## config.mk

```make
export PLATFORM = sky130hd
export DESIGN_NAME = uart_rx_fifo
export DESIGN_NICKNAME = d
export VERILOG_FILES = /design/src/rtl/uart_rx_fifo.sv
export SDC_FILE = /design/constraint.sdc
export NUM_CORES = 1
export LEC_CHECK = 0
export CAP_MARGIN = 20
export CORE_MARGIN = 2
export CORE_UTILIZATION = 41
export DETAILED_ROUTE_END_ITERATION = 16
export GPL_ROUTABILITY_DRIVEN = 0
export SKIP_CTS_REPAIR_TIMING = 1
export SLEW_MARGIN = 15
export SYNTH_ARGS = -nofsm -noshare
export SYNTH_HDL_FRONTEND = slang
export SYNTH_SLANG_ARGS = --single-unit
```

## constraint.sdc

```tcl
create_clock -name clk -period 5.8 [get_ports clk]
set_input_delay 1.74 -clock clk [delete_from_list [all_inputs] [get_ports clk]]
set_output_delay 1.74 -clock clk [all_outputs]
set_load 0.02 [all_outputs]
```

## src/rtl/uart_rx_fifo.sv

```systemverilog
// uart_rx_fifo
// ------------
// 8N1 UART receiver feeding a small first-word-fall-through receive FIFO.
//
// Parameters:
//   FIFO_DEPTH  number of receive FIFO entries (power of two, >= 2)
//
// Ports:
//   clk        single clock, all state updates on the rising edge
//   reset      asynchronous, active-low reset
//   baud_div   clocks per serial bit (>= 4), captured at each start bit
//   rx_in      asynchronous serial line, idle high, LSB first
//   rx_data    byte at the FIFO head (0 while the FIFO is empty)
//   rx_valid   FIFO holds at least one byte
//   rx_latch   pop request, ignored while rx_valid is low
//   frame_err  one-cycle pulse when a stop bit is sampled low
//   overrun    one-cycle pulse when a received byte is dropped on a full FIFO

module uart_rx_fifo #(
    parameter int FIFO_DEPTH = 4
) (
    input  logic        clk,
    input  logic        reset,
    input  logic [15:0] baud_div,
    input  logic        rx_in,
    output logic [7:0]  rx_data,
    output logic        rx_valid,
    input  logic        rx_latch,
    output logic        frame_err,
    output logic        overrun
);

    localparam int AW = $clog2(FIFO_DEPTH);

    typedef enum logic [2:0] {
        IDLE,
        START,
        DATA,
        STOP,
        WAIT_IDLE
    } state_t;

    state_t      state, state_n;
    logic        sync1, line;
    logic [15:0] cnt, cnt_n;
    logic [15:0] div_lat, div_lat_n;
    logic [2:0]  bit_cnt, bit_cnt_n;
    logic [7:0]  shreg, shreg_n;
    logic        expire;
    logic        push_req;
    logic        ferr_req;

    logic [7:0]  mem [FIFO_DEPTH];
    logic [AW:0] wr_ptr, rd_ptr;
    logic        empty, full, pop, push_ok, ovr_req;

    // Two-flop synchronizer; resets to the idle level so that reset release
    // can never be mistaken for a start bit.
    always_ff @(posedge clk or negedge reset) begin
        if (!reset) begin
            sync1 <= 1'b1;
            line  <= 1'b1;
        end else begin
            sync1 <= rx_in;
            line  <= sync1;
        end
    end

    // Receiver state register.
    always_ff @(posedge clk or negedge reset) begin
        if (!reset) begin
            state   <= IDLE;
            cnt     <= '0;
            div_lat <= '0;
            bit_cnt <= '0;
            shreg   <= '0;
        end else begin
            state   <= state_n;
            cnt     <= cnt_n;
            div_lat <= div_lat_n;
            bit_cnt <= bit_cnt_n;
            shreg   <= shreg_n;
        end
    end

    assign expire = (cnt == 16'd1);

    // Next-state logic. The first countdown is half a bit so that every
    // later expiry lands in the middle of a bit; the divisor is captured at
    // the start edge so a divisor change cannot disturb a frame in flight.
    always_comb begin
        state_n   = state;
        cnt_n     = cnt;
        div_lat_n = div_lat;
        bit_cnt_n = bit_cnt;
        shreg_n   = shreg;
        push_req  = 1'b0;
        ferr_req  = 1'b0;
        case (state)
            IDLE: begin
                if (!line) begin
                    state_n   = START;
                    cnt_n     = baud_div >> 1;
                    div_lat_n = baud_div;
                end
            end
            START: begin
                if (!expire) begin
                    cnt_n = cnt - 16'd1;
                end else if (!line) begin
                    state_n   = DATA;
                    cnt_n     = div_lat;
                    bit_cnt_n = 3'd0;
                end else begin
                    state_n = IDLE;
                end
            end
            DATA: begin
                if (!expire) begin
                    cnt_n = cnt - 16'd1;
                end else begin
                    shreg_n   = {line, shreg[7:1]};
                    cnt_n     = div_lat;
                    bit_cnt_n = bit_cnt + 3'd1;
                    if (bit_cnt == 3'd7) begin
                        state_n = STOP;
                    end
                end
            end
            STOP: begin
                if (!expire) begin
                    cnt_n = cnt - 16'd1;
                end else if (line) begin
                    push_req = 1'b1;
                    state_n  = IDLE;
                end else begin
                    ferr_req = 1'b1;
                    state_n  = WAIT_IDLE;
                end
            end
            WAIT_IDLE: begin
                if (line) begin
                    state_n = IDLE;
                end
            end
            default: begin
                state_n = IDLE;
            end
        endcase
    end

    // Pointers carry one extra wrap bit so full and empty are distinguishable.
    // A pop in the same cycle frees the slot the push needs, so push+pop on
    // a full FIFO is accepted.
    assign empty   = (wr_ptr == rd_ptr);
    assign full    = (wr_ptr[AW] != rd_ptr[AW]) && (wr_ptr[AW-1:0] == rd_ptr[AW-1:0]);
    assign pop     = rx_latch && !empty;
    assign push_ok = push_req && (!full || pop);
    assign ovr_req = push_req && full && !pop;

    always_ff @(posedge clk or negedge reset) begin
        if (!reset) begin
            wr_ptr    <= '0;
            rd_ptr    <= '0;
            frame_err <= 1'b0;
            overrun   <= 1'b0;
        end else begin
            if (push_ok) begin
                wr_ptr <= wr_ptr + (AW+1)'(1);
            end
            if (pop) begin
                rd_ptr <= rd_ptr + (AW+1)'(1);
            end
            frame_err <= ferr_req;
            overrun   <= ovr_req;
        end
    end

    // Storage needs no reset: the head is masked whenever the FIFO is empty.
    always_ff @(posedge clk) begin
        if (push_ok) begin
            mem[wr_ptr[AW-1:0]] <= shreg;
        end
    end

    assign rx_valid = !empty;
    assign rx_data  = empty ? 8'h00 : mem[rd_ptr[AW-1:0]];

endmodule

```

; ---- Yosys cells after proc, flatten, opt, wreduce, memory -nomap -nowiden
; Memory sizes are Yosys's and may differ from the RTL's.
; Cells that the tools add are included.
[word_totals]
regBits = 56
ram_bits = 32
output_inout_bits = 11
word_cells = 80
mem_count = 1
[op_classes]
addsub = 4
eq_ne = 18
mux = 28
bitwise_logic = 1
reduce_logical = 17
[memory_table]
columns = memory, words, word_bits, read_ports, rd_ports_with_merged_regs, write_ports, line_no
row1 = mem, 4, 8, 1, 0, 1, 53  ; logic [7:0] mem [FIFO_DEPTH];
[op_table]
columns = op, n
row1 = two-way mux 16 bit, 5
row2 = case mux 16 bit (4 select lines), 1
row3 = two-way mux 3 bit, 10
row4 = "== test 16 x 1 -> 1 bit, second input constant", 1
row5 = "inequality test 2 bit, second input constant", 8
row6 = "subtractor 16 x 1 -> 16 bit, second input constant", 1
row7 = case mux 3 bit (5 select lines), 1
row8 = "adder 3 x 1 -> 3 bit, second input constant", 3
row9 = two-way mux 1 bit, 8
row10 = two-way mux 8 bit, 1
row11 = AND reduction 4 bit, 2
row12 = "== test 3 x 2 -> 1 bit, second input constant", 2
row13 = "== test 3 bit, second input constant", 2
row14 = case mux 3 bit (2 select lines), 1
row15 = AND reduction 6 bit, 1
row16 = logical AND 1 bit, 5
row17 = AND reduction 2 bit, 2
row18 = nonzero test 4 bit, 1
row19 = "== test 3 x 1 -> 1 bit, second input constant", 1
row20 = == test 3 bit, 1
row21 = zero test 1 bit, 3
row22 = zero test 3 bit, 1
row23 = "inequality test 3 bit, second input constant", 1
row24 = == test 2 bit, 1
row25 = other kinds (5), 5

; ---- Depth between registers and ports, before layout
[depth]
word_depth = 7
ltp_mapped = 9

; ---- Least setup slack after synthesis
; No wires, ideal clock.
[synth_path]
kind = reg-to-output
start = reg rd_ptr[0]
end = out rx_data[0]
t_arrival_ns = 1.798
required_time_ns = 4.060
path_slack_ns = 2.262
stages_incl_launch_ff = 7
path_buffers = 2
path_cell_list = dfrtp_1 clkbuf_1 xor2_1 nor2_1 nand2_1 clkbuf_1 and2_1
[synth_via]
elab_chain_cells = 2
word_cells_on_any_way = 3
cone_classes = 1 x eq/ne / 1 x mux / 1 x memory
[synth_lines]
columns = element, line_no
row1 = start: declaration, 54  ; logic [AW:0] wr_ptr, rd_ptr;
row2 = start signal: assignment, 172  ; rd_ptr <= rd_ptr + (AW+1)'(1);
row3 = memory read (4 x 8 bit) or == test 3 bit (tied branches), n/a
row4 = two-way mux 8 bit *, 187  ; assign rx_data = empty ? 8'h00 : mem[rd_ptr[AW-1:0]];
row5 = end: declaration, 26  ; output logic [7:0] rx_data,
; Every way passes the cells marked *; elsewhere a longest branch is shown, timed or not.

; ---- Worst setup path in the final report
; Same ends and word-level chain as after synthesis.

==> reports/qor.yml <==
dp_hpwl_mm: 5.685
clkLatencyLatePin_ns: 0.36
worst_hold_slack_ns: 0.3617
drv_cap: 0
synthArstFlopShare: 0.6364
rows: 36
stdcell_count: 497
path_delay_family: "flip-flops"
first_pass_iters: 4
routed-via-count: 2696
power_density_nw_per_um2: 345.8
hold_viol: 0
die_y_microns: 104.6
ys_top_cells_by_area: "dfrtp_1 (33%), edfxtp_1 (23%), mux2_2 (4.9%)"
worst_pin_slew_ns: 1.021
cts.sinks: 88
via_per_inst: 5.425
portBuffers: 30
grt_pass1_vias: 2732
cts_max_path_buffers: 2
crit_fanout: 11
maxSlewViolCount: 0
wl_per_cell_microns: 16.43
slew_headroom: 0.3170
grt_util_all_layers: 0.1623
irDropWorstVdd_uv: 174.4
cp_cell_sequence: "xor2_1, nor2_1, nand2_1, and2_1, clkdlybuf4s50_1"
status: "finished, final reports clean"
ios: 31
syn_nets: 364
dp.cells: 481
netlist_area_sq_um: 4149
yosysTopAreaCell: "dfrtp_1"
worstPathArrival_ns: 2.34
rsz0062_at_grt: "no"
critical_path_buf_inv_count: 1
drive_gt1_frac: 0.1593
gr-total-overflow: 0
cellLeakagePower_nw: 1.793
max_stage_delay_ns: 0.72
final_core_util: 0.4820
fp.coreArea_sq_um: 9819
cts.htree.levels: 3
avgSynthCellArea_sq_um: 12.39
yosys_warnings: 0
grt_pass1_wl_mm: 14.11
cts_tree: "yes"
max_freq_ghz: 0.2451
hold_path_class: "reg2reg"
ant_nets: 0
endpoint_kind: "output port"
period_minus_slack_ns: 4.080
critPathKind: "reg2out"
die_w_microns: 104.6
synth_ff_type: "dfrtp_1"
root_buffer: "clkbuf_8"
area_growth_pct: 14.08
cp-start-kind: "flop"
grt_max_degree: 57
skew_ns: 0.009858
synth_top_area_frac: 0.3257
synth_edf_count: 32
wirelength_mm: 8.168
drt_iter0_markers: 162
worst_path_max_delay_cell: "dfrtp_1"
crit_required_ns: 4.06
tns_ns: 0
cts.clk_slew.worst_paths_ns: 0.10
nets: 388
ys_seq_area_frac: 0.5700
start_util: 0.4225
setup_violations: 0
ys_ff_latch: 88
die_area_sq_um: 10940
syn-instance-count: 335
synth_cell_types: 54
antenna_found_initial: 0
diodes: 0
period_share: 0.7034
drc_errors: 0
cts_inserted_buffers: 9
==> stage by stage <==
step / worst slack (ns) / total power [mW] / area, sq um
6_report: 1.720 / 1.637 / 4733
4_1_cts: 1.662 / 1.652 / 4733
2_1_floorplan: 2.262 / 1.088 / 4149
3_5_place_dp: 2.060 / 1.233 / 4538
3_3_place_gp: 2.106 / 1.221 / 4538
5_1_grt: 1.458 / 1.738 / 4733
==> flip-flops by register name (all words and copies together) (netlist names) <==
signal,count
mem,32
cnt,16
div_lat,16
shreg,8
bit_cnt,3
rd_ptr,3
state,3
wr_ptr,3
frame_err,1
line,1
overrun,1
sync1,1
==> Yosys cell counts, drive strengths merged, types with 2 or more instances <==
cell type	count
a222oi	8
nand2	38
nor2	15
xor2	4
nand3	5
o2bb2ai	6
clkbuf	13
ha	9
a21oi	12
edfxtp	32
nor4	6
or3	3
a32oi	4
mux4	8
o22ai	2
o21ai	18
and4	2
a21o	2
o41ai	2
nor3	7
mux2	18
or4	3
and2	12
a22o	5
nand4	3
nor2b	2
xnor2	5
a32o	3
o31ai	2
dfstp	2
buf	7
inv	10
dfrtp	54
==> worst reg2reg max path, cell delays in order, from the launching register on <==
cell	delay [ns]
dfrtp_1	0.42
inv_1	0.09
ha_1	0.18
or4b_1	0.54
or4_4	0.67
a21oi_1	0.75
o21ai_0	0.20
a221o_1	0.35
==> cell families (layout without fill, tap and decap cells) <==
kind of cell / Yosys count / after routing / synth area share
AND/OR/NAND/NOR: 101 / 101 / 0.1306
XOR/XNOR: 9 / 9 / 0.02081
adder cells (fa/ha/maj): 9 / 9 / 0.02714
AO/OA/AOI/OAI: 72 / 72 / 0.1242
multiplexers: 26 / 26 / 0.09228
buffers and inverters: 30 / 59 / 0.03498
flip-flops: 88 / 88 / 0.5700
==> final timing paths <==
path / from / endpoint / slack [ns] / cells after the start
setup / recovery: rd_ptr[0] / rx_data[0] / 1.72 / 5
hold / removal: sync1 / line / 0.36 / 0
setup reg to reg: cnt[1] / cnt[10] / 2.49 / 7
hold reg to reg: sync1 / line / 0.36 / 0
max in group asynchronous: reset / cnt[15] / 3.81 / 2
min in group asynchronous: reset / div_lat[7] / 1.51 / 2
==> area by class of cell <==
type                       instances  area [sq um]
multi-input combinational        217          1652
timing repair buffer              33         317.8
tap                              133         166.4
sequential                        88          2365
clock buffer                       9         123.9
fill                             924          5086
inverter                          10         37.54
clock inverter                     7         71.32
==> cell usage in the layout (no fill, tap or decap), types with 9 or more instances in the layout <==
cell | Yosys | routed
a21oi_1 | 12 | 12
and2_1 | 11 | 11
clkbuf_8 | 0 | 9
clkdlybuf4s50_1 | 0 | 29
dfrtp_1 | 54 | 54
edfxtp_1 | 32 | 32
ha_1 | 9 | 9
inv_1 | 10 | 10
mux2_2 | 18 | 18
nand2_1 | 38 | 38
nor2_1 | 15 | 15
o21ai_0 | 17 | 17
==> power breakdown <==
part	internal [mW]	leakage [nW]	switching, mW
Clock	0.168	0.0931	0.251
Sequential	0.699	0.951	0.0946
Combinational	0.237	0.749	0.187
==> per-layer routing <==
| layer | vias up | global-route usage | share of wire |
|---|---|---|---|
| li1 | 1308 | - | - |
| met1 | 1334 | 0.2252 | 0.49 |
| met2 | 50 | 0.2577 | 0.47 |
| met3 | 4 | 0.03743 | 0.032 |
| met4 | 0 | 0.04476 | 0.0028 |
| met5 | - | 0 | 0 |
Power figures use the tool's default switching activity.
==> edit 1, RTL diff (same settings) <==
Re-encode `state_t` (5 states) as Gray code, 3 bits wide.
--- a/src/rtl/uart_rx_fifo.sv
+++ b/src/rtl/uart_rx_fifo.sv
@@ -35,7 +35,7 @@
     typedef enum logic [2:0] {
-        IDLE,
-        START,
-        DATA,
-        STOP,
-        WAIT_IDLE
+        IDLE      = 3'b000,
+        START     = 3'b001,
+        DATA      = 3'b011,
+        STOP      = 3'b010,
+        WAIT_IDLE = 3'b110
     } state_t;
Behaviour: same outputs for any inputs over 10 cycles, from zero or initial values and one cycle with reset low; not proved beyond that.
==> edit 1 against the unedited design <==
Cell area rose by 1.9%. Area after synthesis increased by 1.5%. Worst setup slack lost 0.049 ns. Sequential cell count unchanged. Power down 4.0%. Wire length rose by 6.9%. Die area is 1.5% higher. Clock skew shrank 0.00083 ns. First-iteration DRC count increased by 30%. Final cell count rose by 3.8%. Highest routed layer unchanged.
==> edit 1: results (changes against the unedited design) <==
DRT iter0 DRCs = 210 (+30%)
Reg2Reg Setup Slack = 2.42 ns (-0.07 ns)
Clock Latency Late Sink = 0.36 ns (about the same)
HPWL Detailed = 5.78 mm (+1.7%)
Worst Tran Pin Value = 0.992 ns (-0.0291 ns)
Nets = 404 (+4.1%)
final wirelength = 8.73 mm (+6.9%)
Synth Area in Adders = 0.0267 (-0.000411)
sw frac = 0.313 (-0.0118)
sequential fraction of the synthesis area = 0.561 (-0.00863)
H-tree depth = 3 (unchanged)
outcome = completed
fraction of layout cells with a size suffix above 1 = 0.168 (+0.00908)
Total Routing Usage GR = 0.167 (+0.00432)
first-pass GRT wire length = 14.5 mm (+2.5%)
critical path arrival = 2.39 ns (+0.05 ns)
Cell variety after synth = 53 (-1.9%)
top post-synthesis cells by count = dfrtp_1 (54), edfxtp_1 (32), o21ai_0 (30)
hold wc startpoint = sync1
total number of vias = 2835 (+5.2%)
FILL cells = 904 (-2.2%)
Post-Synth XOR/XNOR Area = 0.0146 (-0.00626)
maximum VDD drop = 0.186 mV (+6.9%)
syn_nets = 380 (+4.4%)
synth top area cells = dfrtp_1 (32%), edfxtp_1 (23%), mux2_2 (6.4%)
Synth Area in Compound Gates = 0.128 (+0.00406)
[edit 1: cell types whose count changed after synthesis, moves of 5 or more]
| cell | delta |
|---|---|
| a21oi_1 | +7 |
| nor2b_1 | +8 |
| o21ai_0 | +13 |
| a221oi_1 | +5 |
| mux2_2 | +6 |
| nand2_1 | -15 |
| a222oi_1 | -8 |
| buf_2 | +5 |
| nor3_1 | +5 |
| o2bb2ai_1 | -6 |
| and2_1 | -6 |
| nor2_1 | +6 |
[edit 1: per-stage QoR]
step	area (sq um)	cells	hold slack, ns	setup slack, ns
after CTS	4820	516	0.361	1.59
final	4820	516	0.360	1.67
after global placement	4610	499	0.348	2.05
after floorplan	4210	351	0.345	2.64
after global routing	4820	516	0.364	1.51
after detailed placement	4620	500	0.347	2.00
[edit 1: final timing paths]
path                              end  cells past startpoint
max                        rx_data[0]                      3
min                              line                      0
max reg2reg                 mem[3][1]                      7
min reg2reg                      line                      0
max in group asynchronous    shreg[2]                      2
min in group asynchronous   rd_ptr[1]                      2
[edit 1: area by class of cell]
type	instances	share of cell area
Clock inverter	6	0.0153
Tap cell	136	0.0353
Clock buffer	10	0.0265
Inverter	8	0.00623
Sequential cell	88	0.490
Timing Repair Buffer	33	0.0667
Multi-Input combinational cell	235	0.360
[edit 1: kinds of logic (layout without fill, tap and decap cells)]
family,count (synthesis),after routing
AO/OA/AOI/OAI,85,85
XOR/XNOR,7,7
adder cells (fa/ha/maj),9,9
buffers and inverters,28,57
flip-flops,88,88
multiplexers,34,34
AND/OR/NAND/NOR,100,100
[edit 1: layer usage]
metal / routed length (microns) / vias up / track usage / share of wire
li1: - / 1363 / - / -
met1: 4130 / 1399 / 0.231 / 0.47
met2: 4140 / 64 / 0.259 / 0.47
met3: 375 / 9 / 0.0303 / 0.043
met4: 88 / 0 / 0.0676 / 0.010
met5: 0 / - / 0 / 0
[edit 1: power by group through the flow]
stage	Clock [W]	Combinational [W]	Sequential, W
6_report	0.000438	0.000329	0.000804
5_1_grt	0.000475	0.000362	0.000818
4_1_cts	0.000449	0.000332	0.000805
3_5_place_dp	0	0.000331	0.000818
3_3_place_gp	0	0.000326	0.000815
2_1_floorplan	0	0.000265	0.000756
[edit 1: worst max-delay path, cell delays in order (launching register included)]
cell	delay, ns
dfrtp_1	0.75
mux4_2	0.59
nor2b_1	0.14
clkdlybuf4s50_1	0.54
==> edit 2, RTL diff (same flow settings) <==
Without the edit above. Change the parameter `FIFO_DEPTH` from 4 to 8.
--- a/src/rtl/uart_rx_fifo.sv
+++ b/src/rtl/uart_rx_fifo.sv
@@ -19,3 +19,3 @@
 module uart_rx_fifo #(
-    parameter int FIFO_DEPTH = 4
+    parameter int FIFO_DEPTH = 8
 ) (
Behaviour: same outputs for any inputs over 10 cycles, from zero or initial values and one cycle with reset low; that may be too few to reach the edited logic, so the function may still have changed.
==> edit 2 against the unedited design <==
Worst setup slack got worse by 0.53 ns. Cell area up 41%. Area after synthesis is 35% higher. Clock skew fell by 0.0035 ns. Critical path depth stayed put. Wire length is 43% higher. First-iteration DRC count grew 130%. Non-clock buffer count increased by 4. Power is 68% higher. Count of clock-buffer cells in the layout is 9 higher. Global-route usage increased by 1.3 points. Sequential cell count grew 34. Largest power group is now clock.
==> edit 2: results (changes against the unedited design) <==
outcome = completed
Leak = 2.59 nW (+45%)
DRT iter0 DRCs = 375 (+130%)
max FFs per register = 64 (+100%)
sequential fraction of the synthesis area = 0.601 (+0.0312)
wl on met1 = 5.34 mm (+33%)
main flop type after synthesis = edfxtp_1
worst-path fanout max = 20 (+9)
CTS clock-pin slew for the worst setup and hold paths = 0.06 ns (-0.04 ns)
Worst Skew = 0.00639 ns (-0.00347 ns)
Worst Tran Pin Value = 0.955 ns (-0.0656 ns)
Synth Area in Adders = 0.0134 (-0.0138)
met2 wire len = 5.74 mm (+48%)
CTS buffer count = 17 (+8)
Nets = 478 (+23%)
wire length on met3 = 512 microns (+98%)
maximum VDD drop = 0.234 mV (+34%)
HPWL Detailed = 7.85 mm (+38%)
Via-to-Cell Ratio = 5.51 (+1.6%)
DRT Pass-1 Iters = 6 (+2)
synth top area cells = edfxtp_1 (34%), dfrtp_1 (25%), mux4_2 (6.4%)
critical path arrival = 2.87 ns (+0.53 ns)
multiplexer share of the synthesized area = 0.135 (+0.0423)
pin count of the biggest net entering global routing = 54 (-5.3%)
Total Routing Usage GR = 0.176 (+0.0134)
Post-Synth XOR/XNOR Area = 0.0187 (-0.00209)
Synth Area in Compound Gates = 0.0976 (-0.0267)
H-tree depth = 4 (+1)
fraction of layout cells with a size suffix above 1 = 0.211 (+0.0514)
first-pass GRT wire length = 19.2 mm (+36%)
CTS Buffer Depth = 2 (unchanged)
Cell variety after synth = 54 (unchanged)
syn_nets = 450 (+24%)
Root Driver = clkbuf_16
Synth async-reset ratio = 0.475 (-0.161)
number of synthesized flops with an enable pin = 64 (+100%)
Clock Latency Late Sink = 0.41 ns (+0.05 ns)
Avg WL per Cell = 18.3 microns (+11%)
top post-synthesis cells by count = edfxtp_1 (64), dfrtp_1 (56), nor2_1 (28)
vias in the first global route = 3505 (+28%)
==> edit 2: cell count changes after synthesis, moves of 8 or more <==
cell / unedited run / this run
edfxtp_1: 32 / 64
nand2_1: 38 / 19
nor2_1: 15 / 28
inv_1: 10 / 22
a211oi_1: 1 / 12
a21oi_1: 12 / 2
o22ai_1: 2 / 12
mux2_2: 18 / 27
nor3_1: 5 / 14
a222oi_1: 8 / 0
a31o_2: 0 / 8
mux2i_1: 0 / 8
mux4_2: 8 / 16
==> edit 2: where the power goes <==
| part | total, W | switching, W | internal, W |
|---|---|---|---|
| Combinational | 0.000581 | 0.000269 | 0.000312 |
| Clock | 0.00110 | 0.000381 | 0.000721 |
| Sequential | 0.00107 | 0.000107 | 0.000968 |
==> edit 2: logic make-up (layout without fill, tap and decap cells) <==
family,Yosys count,in the layout
xor gates and xnor gates,12,12
adders and majority gates,6,6
and+or+nand+nor,107,107
DFF,122,122
muxes,52,52
AOI/OAI and AO/OA,75,75
buffers and inverters,50,91
==> edit 2: worst max-delay path, stage by stage, from the launching register on <==
cell and delay, ns:
dfrtp_1 0.87, xor2_1 0.14, nor3_1 0.33, and2_1 0.41, inv_1 0.14, clkdlybuf4s50_1 0.56
==> edit 2: final cells by class <==
class	count	area (sq um)
clock inverters	14	195
fillers	1126	6600
well taps	176	220
flip-flops and latches	122	3380
multi-input cells	252	2050
repair buffers	37	348
inverters	22	82.6
clock buffers	18	429
==> edit 2: metrics by stage <==
stage / area, sq um / instances / setup slack, ns
after CTS: 6680 / 640 / 1.15
after global routing: 6700 / 641 / 0.989
after floorplan: 5620 / 424 / 1.91
final: 6700 / 641 / 1.19
after detailed placement: 6060 / 608 / 1.16
after global placement: 6060 / 608 / 1.39
==> edit 2: path summary, 6_finish.rpt <==
| check | depth (start not counted) | startpoint | end | slack (ns) |
|---|---|---|---|---|
| min | 0 | sync1 | line | 0.36 |
| max reg2reg | 7 | cnt[1] | cnt[5] | 2.08 |
| max | 5 | rd_ptr[1] | rx_valid | 1.19 |
| max in group asynchronous | 2 | reset | cnt[8] | 3.69 |
| min in group asynchronous | 1 | reset | rd_ptr[1] | 1.17 |
| min reg2reg | 0 | sync1 | line | 0.36 |
==> edit 2: metal layers <==
metal | up-vias | global-route usage
met5 | - | 0
met4 | 0 | 0.0632
met3 | 11 | 0.0437
met2 | 98 | 0.271
met1 | 1766 | 0.242
li1 | 1658 | -
